===== src/rtl/channel_rx_pkg.sv =====
// Shared types, default parameters and helpers for the receive-side CDR.
package channel_rx_pkg;

   typedef enum logic [1:0] {
      ACQUIRE = 2'd0,
      TRACK   = 2'd1,
      LOCKED  = 2'd2
   } rx_state_e;

   localparam int unsigned DEF_LEVEL_W    = 8;
   localparam int unsigned DEF_THRESHOLD  = 128;
   localparam int unsigned DEF_HYST       = 8;
   localparam int unsigned DEF_OSR        = 8;
   localparam int unsigned DEF_LOCK_TOL   = 1;
   localparam int unsigned DEF_LOCK_COUNT = 16;
   localparam int unsigned DEF_MAX_RUN    = 64;

   // An edge is well timed when its phase sits within tol of 0, measured circularly.
   function automatic logic good_edge(input int unsigned ph,
                                      input int unsigned osr,
                                      input int unsigned tol);
      return (ph <= tol) || (ph >= osr - tol);
   endfunction

endpackage


===== src/rtl/channel_rx_cdr_slicer.sv =====
// Hysteresis slicer: turns the quantized amplitude into a registered bit decision.
module level_slicer
   import channel_rx_pkg::*;
#(
   parameter int unsigned LEVEL_W   = DEF_LEVEL_W,
   parameter int unsigned THRESHOLD = DEF_THRESHOLD,
   parameter int unsigned HYST      = DEF_HYST
) (
   input  logic               clk,
   input  logic               rst,
   input  logic               en,
   input  logic [LEVEL_W-1:0] level_in,
   output logic               slice,
   output logic               dec_next
);

   // One spare bit so a high threshold beyond full scale simply never trips.
   localparam logic [LEVEL_W:0] HI_LVL = (LEVEL_W+1)'(THRESHOLD + HYST);
   localparam logic [LEVEL_W:0] LO_LVL = (LEVEL_W+1)'(THRESHOLD - HYST);

   logic [LEVEL_W:0] w_level;
   logic             r_slice;

   assign w_level = {1'b0, level_in};

   // Decide outside the hysteresis band, otherwise keep the previous decision.
   always_comb begin
      dec_next = r_slice;
      if (w_level >= HI_LVL) begin
         dec_next = 1'b1;
      end else if (w_level <= LO_LVL) begin
         dec_next = 1'b0;
      end
   end

   // Slice register follows the decision on valid samples only.
   always_ff @(posedge clk or posedge rst) begin
      if (rst) begin
         r_slice <= 1'b0;
      end else if (en) begin
         r_slice <= dec_next;
      end
   end

   assign slice = r_slice;

endmodule


===== src/rtl/channel_rx_cdr.sv =====
// Oversampling CDR: hysteresis slicer, edge-realigned phase counter,
// run-length loss-of-signal detector and a lock FSM.
module channel_rx_cdr
   import channel_rx_pkg::*;
#(
   parameter int unsigned LEVEL_W    = DEF_LEVEL_W,
   parameter int unsigned THRESHOLD  = DEF_THRESHOLD,
   parameter int unsigned HYST       = DEF_HYST,
   parameter int unsigned OSR        = DEF_OSR,
   parameter int unsigned LOCK_TOL   = DEF_LOCK_TOL,
   parameter int unsigned LOCK_COUNT = DEF_LOCK_COUNT,
   parameter int unsigned MAX_RUN    = DEF_MAX_RUN
) (
   input  logic               clk,
   input  logic               rst,
   input  logic               en,
   input  logic [LEVEL_W-1:0] level_in,
   output logic               bit_out,
   output logic               bit_valid,
   output logic               locked,
   output logic               edge_err
);

   localparam int unsigned PH_W  = $clog2(OSR);
   localparam int unsigned CNT_W = $clog2(LOCK_COUNT + 1);
   localparam int unsigned RUN_W = $clog2(MAX_RUN + 1);

   localparam logic [PH_W-1:0]  PH_LAST  = PH_W'(OSR - 1);
   localparam logic [PH_W-1:0]  PH_MID   = PH_W'(OSR / 2);
   localparam logic [CNT_W-1:0] CNT_LAST = CNT_W'(LOCK_COUNT - 1);
   localparam logic [RUN_W-1:0] RUN_LAST = RUN_W'(MAX_RUN - 1);

   logic             w_slice;
   logic             w_dec_next;
   logic             w_edge;
   logic             w_wrap;
   logic             w_good;
   logic             w_sample;
   logic             w_run_hit;

   logic [PH_W-1:0]  r_ph;
   logic [RUN_W-1:0] r_run;
   logic [CNT_W-1:0] r_cnt;
   rx_state_e        r_state;
   rx_state_e        w_state_nxt;
   logic [CNT_W-1:0] w_cnt_nxt;
   logic             w_err_nxt;

   logic             r_bit_out;
   logic             r_bit_valid;
   logic             r_edge_err;

   level_slicer #(
      .LEVEL_W   (LEVEL_W),
      .THRESHOLD (THRESHOLD),
      .HYST      (HYST)
   ) u_slicer (
      .clk      (clk),
      .rst      (rst),
      .en       (en),
      .level_in (level_in),
      .slice    (w_slice),
      .dec_next (w_dec_next)
   );

   assign w_edge    = en && (w_dec_next != w_slice);
   assign w_wrap    = en && !w_edge && (r_ph == PH_LAST);
   assign w_run_hit = w_wrap && (r_run == RUN_LAST);
   assign w_good    = good_edge(32'(r_ph), OSR, LOCK_TOL);
   assign w_sample  = en && (r_ph == PH_MID) && (r_state != ACQUIRE);

   // Phase restarts at 1 after an edge (the edge sample is phase 0); run
   // length counts UI wraps since the last edge and restarts on loss of signal.
   always_ff @(posedge clk or posedge rst) begin
      if (rst) begin
         r_ph  <= '0;
         r_run <= '0;
      end else if (en) begin
         if (w_edge) begin
            r_ph <= PH_W'(1);
         end else if (w_wrap) begin
            r_ph <= '0;
         end else begin
            r_ph <= r_ph + 1'b1;
         end

         if (w_edge || w_run_hit) begin
            r_run <= '0;
         end else if (w_wrap) begin
            r_run <= r_run + 1'b1;
         end
      end
   end

   // Lock FSM: loss of signal overrides everything, otherwise react to edges.
   always_comb begin
      w_state_nxt = r_state;
      w_cnt_nxt   = r_cnt;
      w_err_nxt   = 1'b0;
      if (w_run_hit) begin
         w_state_nxt = ACQUIRE;
         w_cnt_nxt   = '0;
      end else if (w_edge) begin
         case (r_state)
            ACQUIRE: begin
               w_state_nxt = TRACK;
               w_cnt_nxt   = '0;
            end
            TRACK: begin
               if (w_good) begin
                  if (r_cnt == CNT_LAST) begin
                     w_state_nxt = LOCKED;
                     w_cnt_nxt   = '0;
                  end else begin
                     w_cnt_nxt = r_cnt + 1'b1;
                  end
               end else begin
                  w_cnt_nxt = '0;
               end
            end
            LOCKED: begin
               if (!w_good) begin
                  w_state_nxt = TRACK;
                  w_cnt_nxt   = '0;
                  w_err_nxt   = 1'b1;
               end
            end
            default: begin
               w_state_nxt = ACQUIRE;
               w_cnt_nxt   = '0;
            end
         endcase
      end
   end

   // FSM state and good-edge counter registers.
   always_ff @(posedge clk or posedge rst) begin
      if (rst) begin
         r_state <= ACQUIRE;
         r_cnt   <= '0;
      end else begin
         r_state <= w_state_nxt;
         r_cnt   <= w_cnt_nxt;
      end
   end

   // Output strobes are qualified by en through w_sample/w_edge, so they drop on idle cycles.
   always_ff @(posedge clk or posedge rst) begin
      if (rst) begin
         r_bit_out   <= 1'b0;
         r_bit_valid <= 1'b0;
         r_edge_err  <= 1'b0;
      end else begin
         r_bit_valid <= w_sample;
         r_edge_err  <= w_err_nxt;
         if (w_sample) begin
            r_bit_out <= w_slice;
         end
      end
   end

   assign bit_out   = r_bit_out;
   assign bit_valid = r_bit_valid;
   assign edge_err  = r_edge_err;
   assign locked    = (r_state == LOCKED);

endmodule

===== config.mk =====
export PLATFORM = sky130hd
export DESIGN_NAME = channel_rx_cdr
export DESIGN_NICKNAME = d
export VERILOG_FILES = /design/src/rtl/channel_rx_pkg.sv /design/src/rtl/channel_rx_cdr_slicer.sv /design/src/rtl/channel_rx_cdr.sv
export SDC_FILE = /design/constraint.sdc
export NUM_CORES = 1
export LEC_CHECK = 0
export ABC_CLOCK_PERIOD_IN_PS = 1800
export CAP_MARGIN = 10
export CORE_ASPECT_RATIO = 0.75
export CORE_MARGIN = 2
export CORE_UTILIZATION = 49
export CTS_CLUSTER_DIAMETER = 60
export CTS_CLUSTER_SIZE = 28
export DETAILED_ROUTE_END_ITERATION = 16
export PLACE_DENSITY = 0.74
export SLEW_MARGIN = 40
export SYNTH_ARGS = -nofsm -noshare
export SYNTH_HDL_FRONTEND = slang
export SYNTH_SLANG_ARGS = --single-unit

===== constraint.sdc =====
create_clock -name clk -period 1.8 [get_ports clk]
set_input_delay 0.27 -clock clk [delete_from_list [all_inputs] [get_ports clk]]
set_output_delay 0.27 -clock clk [all_outputs]
set_load 0.005 [all_outputs]

==> results of run 1 <==
## state kept, by name (all words and copies together) (netlist names)
register / cells
bit_valid: 1
r_state: 2
edge_err: 1
r_cnt: 5
bit_out: 1
u_slicer.slice: 1
r_ph: 3
r_run: 7
## per-layer routing
layer,global-route usage [%],vias to the layer above,routed length (um)
li1,-,549,-
met1,28.72,541,1427
met2,39.78,33,1459
met3,5.882,2,176
met4,5.778,0,14
met5,0,-,0
## metrics by stage
| step | TNS [ns] | hold WS [ns] | instance area [um2] | setup slack [ns] |
|---|---|---|---|---|
| 3_5_place_dp | -2.969 | 0.4993 | 1579 | -0.2542 |
| 6_report | -0.04162 | 0.2852 | 1693 | -0.04162 |
| 2_1_floorplan | 0 | 0.2465 | 1282 | 0.01160 |
| 5_1_grt | -0.2833 | 0.3074 | 1693 | -0.1104 |
| 4_1_cts | -0.09316 | 0.2817 | 1639 | -0.03838 |
| 3_3_place_gp | -2.216 | 0.4947 | 1579 | -0.1831 |
## cells by family after synthesis
kind of cell | after synthesis | synth area share, %
XOR/XNOR | 3 | 2.073
buffers and inverters | 10 | 3.752
AND/OR/NAND/NOR | 48 | 22.31
AO/OA/AOI/OAI | 38 | 22.71
flip-flops | 21 | 41.46
multiplexers | 2 | 1.777
adder cells (fa/ha/maj) | 6 | 5.923
## final cells by class
| cell class | count | area share (%) |
|---|---|---|
| Tap cell | 34 | 2.513 |
| Timing Repair Buffer | 35 | 17.59 |
| Sequential cell | 21 | 31.12 |
| Multi-Input combinational cell | 97 | 45.60 |
| Clock inverter | 1 | 0.2956 |
| Inverter | 7 | 1.552 |
| Clock buffer | 3 | 1.330 |
## worst max-delay path: stages, from the launching register on
cell	delay, ns
dfrtp_1	0.42
ha_2	0.21
ha_4	0.17
a31oi_4	0.16
o21ai_4	0.10
or2b_1	0.18
a21bo_1	0.23
a2111oi_4	0.28
## cells in the final DEF (no fill, tap or decap), types with 3 or more instances in the layout
| master | netlist | final |
|---|---|---|
| buf_4 | 0 | 21 |
| dfrtp_1 | 21 | 20 |
| clkdlybuf4s50_1 | 0 | 14 |
| nor2_1 | 10 | 10 |
| nand3_1 | 8 | 8 |
| o21ai_0 | 9 | 8 |
| inv_1 | 7 | 7 |
| nand2_1 | 5 | 5 |
| a31oi_1 | 6 | 5 |
| a21oi_1 | 6 | 4 |
| ha_1 | 6 | 4 |
| nand4_1 | 3 | 3 |
| nor3_1 | 3 | 3 |
| and3_1 | 3 | 3 |
| xnor2_1 | 3 | 3 |
| nand2b_1 | 3 | 3 |
| clkbuf_4 | 0 | 3 |
## where the power goes
group / switching [uW] / total [uW] / internal (uW)
clock network: 143 / 226 / 82.9
logic: 276 / 600 / 324
registers: 87.1 / 639 / 552
total: 506 / 1470 / 959
## synthesized netlist by cell type (3+ instances only)
cell	n	area, um2
nand4_1	3	18.77
nor3_1	3	15.01
dfrtp_1	21	525.5
o21ai_0	9	45.04
nor2b_1	3	18.77
nor2_1	10	37.54
and3_1	3	18.77
ha_1	6	75.07
inv_1	7	26.28
nand2_1	5	18.77
a31oi_1	6	37.54
a21oi_1	6	30.03
nand3_1	8	40.04
xnor2_1	3	26.28
nand2b_1	3	18.77
## path summary, 6_finish.rpt
| path | startpoint | end | slack, ns | cells after the start |
|---|---|---|---|---|
| worst max-delay path | r_ph[0] | r_state[0] | -0.04 | 7 |
| worst min-delay path | rst | r_cnt[4] | 0.29 | 3 |
| worst max register to register | r_ph[0] | r_state[0] | -0.04 | 7 |
| worst min register to register | bit_out | bit_out | 0.53 | 1 |
| max in group asynchronous | rst | r_ph[2] | 1.29 | 3 |
| min in group clk | bit_out | bit_out | 0.53 | 1 |
## what timing repair did
item	in CTS	in global routing
resized for setup	2	12
pin swaps	0	9
buffers inserted	2	1
setup endpoints to repair	5	12
==> results.sh, run 1 <==
export IMPL_drt_iter0_markers=51
export IMPL_final_nets=182
export IMPL_areaGrowthSynthToFinish_pct=33.56
export IMPL_crit_type="reg2reg"
export IMPL_max_freq_ghz=0.5430
export IMPL_hold_path_class="in2async"
export IMPL_drive_above_1_share_pct=29.27
export IMPL_grt_total_usage_pct=22.52
export IMPL_worst_setup_path_start_kind="flip-flop"
export IMPL_seqCellArea_um2=526.8
export IMPL_synth_net_count=145
export IMPL_core_area_um2=2384
export IMPL_htreeDepth=1
export IMPL_io_buffers=14
export IMPL_worstSkewPairLatency_ns=0.30
export IMPL_finalCriticalPeriod_ns=1.842
export IMPL_total_power_uw=1465
export IMPL_cts_max_path_buffers=2
export IMPL_die_w_um=62.73
export IMPL_routed_wl_mm=3.077
export IMPL_cts_buffers=3
export IMPL_hpwl_mm=2.280
export IMPL_antenna_cells=0
export IMPL_postCtsHoldBufs=0
export IMPL_power_per_cell_area_nw_per_um2=865.6
export IMPL_finalCritPeriodShare_pct=102.3
export IMPL_grt_pass1_wl_mm=5.106
export IMPL_ys_flop_type="dfrtp_1"
export IMPL_syn_avg_cell_area_um2=9.902
export IMPL_tritoncts="built"
export IMPL_cts_sinks=21
export IMPL_viasPerCell=5.682
export IMPL_drc=0
export IMPL_start_util_pct=53.18
export IMPL_vias=1125
export IMPL_antenna_found_initial=0
export IMPL_final_setup_worst_slack_ns=-0.04162
export IMPL_synth_edf_count=0
export IMPL_crit_required_ns=2.01
export IMPL_finalHoldViolCount=0
export IMPL_fillers=176
export IMPL_ys_ff_latch=21
export IMPL_cts_root_buf="clkbuf_4"
export IMPL_detail_route_wl_per_cell_um=15.54
export IMPL_max_cap_violations=0
export IMPL_finClkSkew_ns=0.002848
export IMPL_p_leak_uw=0.0007342
export IMPL_cts_clk_slew_worst_paths_ns=0.12
export IMPL_crit_arrival_ns=2.05
export IMPL_io_pins=15
export IMPL_yosys_warnings=0
export IMPL_synthDistinctLibCells=42
export IMPL_fp_row_count=15
export IMPL_relSlewSlack_pct=72.88
export IMPL_synth_seq_area_share_pct=41.46
export IMPL_crit_fanout=5
export IMPL_multi_input_area_um2=772.0
export IMPL_dieArea_um2=3014
export IMPL_chipHeight_um=48.05
export IMPL_max_vdd_ir_drop_mv=0.5391
export IMPL_rsz0062_at_grt="true"
export IMPL_finalSetupViolCount=1
export IMPL_worst_pin_slew_ns=0.4023
export IMPL_grt_max_degree=22
export IMPL_status="complete, but fails checks"
export IMPL_overflow=0
export IMPL_netlist_instances=128
export IMPL_synthesis_area_um2=1267
export IMPL_firstDrtPassIters=4
export IMPL_failed_checks="negative setup slack"
export IMPL_fin_cells=198
export IMPL_async_reset_ff_share_pct=100.0
export IMPL_end_kind="flip-flop"
export IMPL_ant_nets=0
export IMPL_grt_pass1_vias=1100
export IMPL_place_gp_congestion=0.8207
export IMPL_drv_slew=0
export IMPL_fin_util_pct=71.02
export IMPL_place_inst=191
No activity file was read; power rests on OpenSTA's default activity.
==> run 2, diff against run 1 <==
--- a/config.mk
+++ b/config.mk
@@ -10,7 +10,7 @@
 export CORE_ASPECT_RATIO = 0.75
 export CORE_MARGIN = 2
 export CORE_UTILIZATION = 49
-export CTS_CLUSTER_DIAMETER = 60
+export CTS_CLUSTER_DIAMETER = 50
 export CTS_CLUSTER_SIZE = 28
 export DETAILED_ROUTE_END_ITERATION = 16
 export PLACE_DENSITY = 0.74
==> constraint.sdc (replaced) <==
create_clock -name clk -period 1.8 [get_ports clk]
set_input_delay 0.54 -clock clk [delete_from_list [all_inputs] [get_ports clk]]
set_output_delay 0.54 -clock clk [all_outputs]
set_load 0.005 [all_outputs]
==> run 2 against run 1 <==
Effect of this change: the run still ends with negative setup slack left; cell count grew 0.51%; count of clock-buffer cells in the layout is the same; combinational power decreased by 11%; power decreased by 3.6%; largest power group unchanged; first-iteration DRC count increased by 29%; worst setup slack improved by 0.0094 ns; register-to-register slack is essentially flat; global-route usage up 0.91 points; non-clock buffer count rose by 1; highest routed layer unchanged.
==> results.sh, run 2 (synthesis results as in run 1) <==
export IMPL_grt_pass1_vias=1086
export IMPL_hpwl_mm=2.147
export IMPL_routed_wl_mm=3.174
export IMPL_cts_buffers=3
export IMPL_grt_pass1_wl_mm=5.223
export IMPL_crit_arrival_ns=2.06
export IMPL_grt_use_met1_pct=27.99
export IMPL_switchingPower_uw=503.6
export IMPL_die_w_um=62.73
export IMPL_viasPerCell=5.804
export IMPL_timing_rr_end="r_state[0]"
export IMPL_finalSetupViolCount=1
export IMPL_max_vdd_ir_drop_mv=0.5367
export IMPL_max_cap_violations=0
export IMPL_hold_path_class="reg2reg"
export IMPL_vias=1155
export IMPL_io_pins=15
export IMPL_p_leak_uw=0.0007530
export IMPL_grt_max_degree=22
export IMPL_end_kind="flip-flop"
export IMPL_detail_route_wl_per_cell_um=15.95
export IMPL_top_register="r_run"
export IMPL_drive_above_1_share_pct=30.91
export IMPL_switching_share_pct=35.63
export IMPL_place_inst=193
export IMPL_top_regs="r_run: 7 flops, r_cnt: 5 flops, r_ph: 3 flops"
export IMPL_dieArea_um2=3014
export IMPL_fp_row_count=15
export IMPL_cts_clk_slew_worst_paths_ns=0.13
export IMPL_ant_nets=0
export IMPL_met3_usage_pct=5.412
export IMPL_power_per_cell_area_nw_per_um2=822.6
export IMPL_core_area_um2=2384
export IMPL_clkPwrFrac_pct=16.4
export IMPL_rr_startpoint="r_ph[0]"
export IMPL_drt_iter0_markers=66
export IMPL_cts_max_path_buffers=2
export IMPL_antenna_cells=0
export IMPL_chipHeight_um=48.05
export IMPL_cts_sinks=21
export IMPL_crit_fanout=3
export IMPL_finalHoldViolCount=0
export IMPL_firstDrtPassIters=5
export IMPL_internal_power_uw=909.7
export IMPL_p_comb_share_pct=37.5
export IMPL_fillers=187
export IMPL_grt_busiest_layer="met2"
export IMPL_place_ws_ns=-0.5438
export IMPL_crit_required_ns=2.02
export IMPL_rsz0062_at_grt="true"
export IMPL_final_common_cell="buf_4"
export IMPL_finalCriticalPeriod_ns=1.832
export IMPL_final_nets=183
export IMPL_grtUsageMet2_pct=42.15
export IMPL_holdWs_ns=0.5275
export IMPL_reg2reg_setup_slack_ns=-0.03
export IMPL_place_gp_congestion=0.8908
export IMPL_overflow=0
export IMPL_finClkSkew_ns=0.01493
export IMPL_finalCritPeriodShare_pct=101.8
export IMPL_worstRegToRegCells=7
export IMPL_antenna_found_initial=0
export IMPL_mostFrequentLayoutCells="21 x buf_4, 19 x dfrtp_1, 10 x nor2_1, 8 x nand3_1, 8 x dlygate4sd2_1"
export IMPL_total_power_uw=1413
export IMPL_worstSkewPairLatency_ns=0.31
export IMPL_critPathCapture="r_state[0]"
export IMPL_drc=0
export IMPL_fin_cells=199
export IMPL_drv_slew=0
export IMPL_grt_total_usage_pct=23.43
export IMPL_cts_root_buf="clkbuf_4"
export IMPL_failed_checks="negative setup slack"
export IMPL_htreeDepth=1
export IMPL_crit_type="reg2reg"
export IMPL_relSlewSlack_pct=77.12
export IMPL_worst_setup_path_start_kind="flip-flop"
export IMPL_io_buffers=14
export IMPL_tritoncts="built"
export IMPL_largest_reg_flops=7
export IMPL_areaGrowthSynthToFinish_pct=35.54
export IMPL_fin_util_pct=72.07
export IMPL_max_freq_ghz=0.5458
export IMPL_status="complete, but fails checks"
export IMPL_final_setup_worst_slack_ns=-0.03224
export IMPL_start_util_pct=53.18
export IMPL_worst_pin_slew_ns=0.3395
export IMPL_p_seq_share_pct=46.0
export IMPL_cp_startpoint="r_ph[0]"
## run 2: through the flow
| stage | setup TNS, ns | area (um2) |
|---|---|---|
| 6_report | -0.03224 | 1718 |
| 5_1_grt | -0.1226 | 1718 |
| 4_1_cts | -0.003916 | 1698 |
| 3_5_place_dp | -7.952 | 1595 |
| 3_3_place_gp | -6.934 | 1595 |
| 2_1_floorplan | 0 | 1284 |
## run 2: routing by layer
metal	vias up	routed length, um
met1	577	1416
li1	549	-
met4	0	72
met3	8	100
met5	-	0
met2	21	1585
## run 2: critical path, cell delays in order, from the launching register on
cell and delay (ns):
dfrtp_2 0.47, ha_4 0.18, ha_4 0.17, a31oi_4 0.14
o21ai_2 0.09, or2b_1 0.18, a21bo_1 0.23, a2111oi_4 0.28
## run 2: power by group through the flow
stage	logic [uW]	registers [uW]	clock network, uW
6_report	531	650	232
5_1_grt	583	662	264
4_1_cts	505	638	243
3_5_place_dp	456	643	0
3_3_place_gp	438	639	0
2_1_floorplan	285	629	0
## run 2: repair_timing
| item | CTS | global route |
|---|---|---|
| pin swaps | 13 | 2 |
| setup endpoints to repair | 16 | 9 |
| hold buffers | 0 | 0 |
| hold endpoints to repair | 0 | 0 |
| setup buffers | 3 | 0 |
| resized for setup | 23 | 9 |
## run 2: cell type report
| class | instances | area, um2 | area share, % |
|---|---|---|---|
| timing repair buffer | 36 | 299.0 | 17.41 |
| sequential | 21 | 528.0 | 30.74 |
| tap | 34 | 42.54 | 2.476 |
| clock buffer | 3 | 22.52 | 1.311 |
| inverter | 7 | 26.28 | 1.529 |
| clock inverter | 1 | 5.005 | 0.2913 |
| multi-input combinational | 97 | 794.5 | 46.25 |
## run 2: worst min-delay path by stage
stage	start	end	slack, ns	depth (start not counted)
after floorplan	r_cnt[3]	r_cnt[3]	0.46	1
after global placement	r_cnt[4]	r_cnt[4]	0.49	2
after global routing	rst	r_run[5]	0.56	3
after CTS	r_cnt[4]	r_cnt[4]	0.52	2
after detailed placement	r_cnt[3]	r_cnt[3]	0.50	1
final	bit_out	bit_out	0.53	1
==> run 3, diff against run 2 <==
--- a/config.mk
+++ b/config.mk
@@ -7,7 +7,6 @@
 export LEC_CHECK = 0
 export ABC_CLOCK_PERIOD_IN_PS = 1800
 export CAP_MARGIN = 10
-export CORE_ASPECT_RATIO = 0.75
 export CORE_MARGIN = 2
 export CORE_UTILIZATION = 49
 export CTS_CLUSTER_DIAMETER = 50
==> run 3 against run 2 <==
Effect of this change: the run still ends with negative setup slack left; global-route usage down 0.36 points; combinational power up 6.6%; maximum frequency up 1.0%; count of clock-buffer cells in the layout unchanged; wire length down 2.2%; cell count down 1.0%; die area down 0.13%; clock skew down 0.011 ns; cell area up 1.2%; sequential power down 0.8%; first-iteration DRC count down 82%; register-to-register slack better by 0.02 ns.
==> results.sh, run 3 (synthesis results as in run 1) <==
export IMPL_cts_sinks=21
export IMPL_worst_path_largest_cell_delay_ns=0.43
export IMPL_grt_pass1_vias=1083
export IMPL_final_common_cell="buf_4"
export IMPL_critPathCapture="r_state[0]"
export IMPL_die_w_um=54.86
export IMPL_critPathSlowestCell="dfrtp_1"
export IMPL_rr_startpoint="r_ph[0]"
export IMPL_power_per_cell_area_nw_per_um2=833.5
export IMPL_overflow=0
export IMPL_end_kind="flip-flop"
export IMPL_top_register="r_run"
export IMPL_grt_pass1_wl_mm=4.843
export IMPL_fin_cells=197
export IMPL_firstDrtPassIters=4
export IMPL_finClkSkew_ns=0.004233
export IMPL_viasPerCell=5.761
export IMPL_place_inst=191
export IMPL_hpwl_mm=2.215
export IMPL_final_setup_worst_slack_ns=-0.01415
export IMPL_worstRegToRegCells=7
export IMPL_crit_arrival_ns=2.04
export IMPL_antenna_found_initial=0
export IMPL_worstSkewPairLatency_ns=0.32
export IMPL_crit_type="reg2reg"
export IMPL_critical_path_top_delay_family="compound AO/OA/AOI/OAI gates"
export IMPL_worst_pin_slew_ns=0.3507
export IMPL_place_ws_ns=-0.5147
export IMPL_total_power_uw=1450
export IMPL_finalCriticalPeriod_ns=1.814
export IMPL_finalSetupViolCount=3
export IMPL_cts_max_path_buffers=2
export IMPL_cts_root_buf="clkbuf_4"
export IMPL_core_area_um2=2455
export IMPL_worst_setup_path_start_kind="flip-flop"
export IMPL_vias=1135
export IMPL_drv_slew=0
export IMPL_cts_buffers=3
export IMPL_grt_total_usage_pct=23.07
export IMPL_crit_cells=7
export IMPL_crit_required_ns=2.03
export IMPL_p_comb_share_pct=39.0
export IMPL_reg2reg_setup_slack_ns=-0.01
export IMPL_switchingPower_uw=516.5
export IMPL_internal_power_uw=933.1
export IMPL_max_cap_violations=0
export IMPL_ant_nets=0
export IMPL_tritoncts="built"
export IMPL_cts_clk_slew_worst_paths_ns=0.12
export IMPL_start_util_pct=51.63
export IMPL_max_freq_ghz=0.5512
export IMPL_timing_rr_end="r_state[0]"
export IMPL_finalHoldViolCount=0
export IMPL_top_regs="r_run: 7 flops, r_cnt: 5 flops, r_ph: 3 flops"
export IMPL_crit_fanout=4
export IMPL_place_gp_congestion=0.8634
export IMPL_rsz0062_at_grt="true"
export IMPL_relSlewSlack_pct=76.37
export IMPL_fillers=180
export IMPL_detail_route_wl_per_cell_um=15.75
export IMPL_chipHeight_um=54.86
export IMPL_routed_wl_mm=3.103
export IMPL_grt_max_degree=22
export IMPL_cp_startpoint="r_ph[0]"
export IMPL_dieArea_um2=3010
export IMPL_largest_reg_flops=7
export IMPL_final_nets=185
export IMPL_clkPwrFrac_pct=16.5
export IMPL_switching_share_pct=35.63
export IMPL_drive_above_1_share_pct=31.74
export IMPL_io_pins=15
export IMPL_failed_checks="negative setup slack"
export IMPL_status="complete, but fails checks"
export IMPL_antenna_cells=0
export IMPL_io_buffers=14
export IMPL_drc=0
export IMPL_htreeDepth=1
export IMPL_mostFrequentLayoutCells="23 x buf_4, 21 x dfrtp_1, 10 x nor2_1, 8 x nand3_1"
export IMPL_cp_buffers_inverters=0
export IMPL_max_vdd_ir_drop_mv=0.7021
export IMPL_fp_row_count=18
export IMPL_drt_iter0_markers=12
export IMPL_worstPathCellList="ha_2 -> ha_4 -> a31oi_4 -> o21ai_4 -> or2b_1 -> a21bo_1 -> a2111oi_4"
export IMPL_areaGrowthSynthToFinish_pct=37.22
export IMPL_fin_util_pct=70.85
export IMPL_finalCritPeriodShare_pct=100.8
export IMPL_p_leak_uw=0.0007941
export IMPL_p_seq_share_pct=44.5
export IMPL_hold_path_class="in2async"
==> run 3: per-layer routing <==
layer  track usage (%)  wire (um)  vias up
met5                 0          0        -
met4             11.67         65        0
met3             3.005         95        9
met2             40.67       1630       25
met1             26.99       1312      549
li1                  -          -      552
==> run 3: cell type report <==
cell class	count	area, um2	area share [%]
timing repair buffer	38	324.1	18.63
inverter	7	26.28	1.511
multi-input combinational	97	798.3	45.90
clock inverter	1	5.005	0.2878
clock buffer	3	22.52	1.295
tap	30	37.54	2.158
sequential	21	525.5	30.22
==> run 3: metrics by stage <==
step | TNS [ns] | hold WS, ns | cell area, um2
2_1_floorplan | 0 | 0.4607 | 1284
3_3_place_gp | -6.171 | 0.4960 | 1605
3_5_place_dp | -7.388 | 0.4841 | 1605
4_1_cts | -0.07161 | 0.5055 | 1654
5_1_grt | -0.3419 | 0.5729 | 1739
6_report | -0.03263 | 0.5359 | 1739
==> run 3: power groups by stage <==
stage                     logic, uW  clock network, uW  registers [uW]
after detailed placement        468                  0             648
after CTS                       485                240             639
after global routing            629                254             657
after floorplan                 285                  0             629
after global placement          446                  0             642
final                           566                239             645
==> run 3: how the worst min path moves through the flow <==
stage | startpoint | to | slack (ns) | cells past startpoint
global route | bit_out | bit_out | 0.57 | 1
CTS | r_cnt[3] | r_cnt[3] | 0.51 | 1
finish | rst | r_run[3] | 0.54 | 3
global placement | bit_out | bit_out | 0.50 | 1
floorplan | r_cnt[3] | r_cnt[3] | 0.46 | 1
detailed placement | r_cnt[3] | r_cnt[3] | 0.48 | 1
==> run 3: worst reg2reg max path, cell delays in order, from the launching register on <==
cell       delay (ns)
dfrtp_1          0.43
ha_2             0.21
ha_4             0.16
a31oi_4          0.16
o21ai_4          0.09
or2b_1           0.18
a21bo_1          0.23
a2111oi_4        0.27
==> run 3: timing repair <==
item	in CTS	in global routing
hold buffers	0	0
setup endpoints to repair	16	17
buffers inserted	2	1
resized for setup	12	18
pin swaps	7	7
endpoints found under the hold margin	0	0
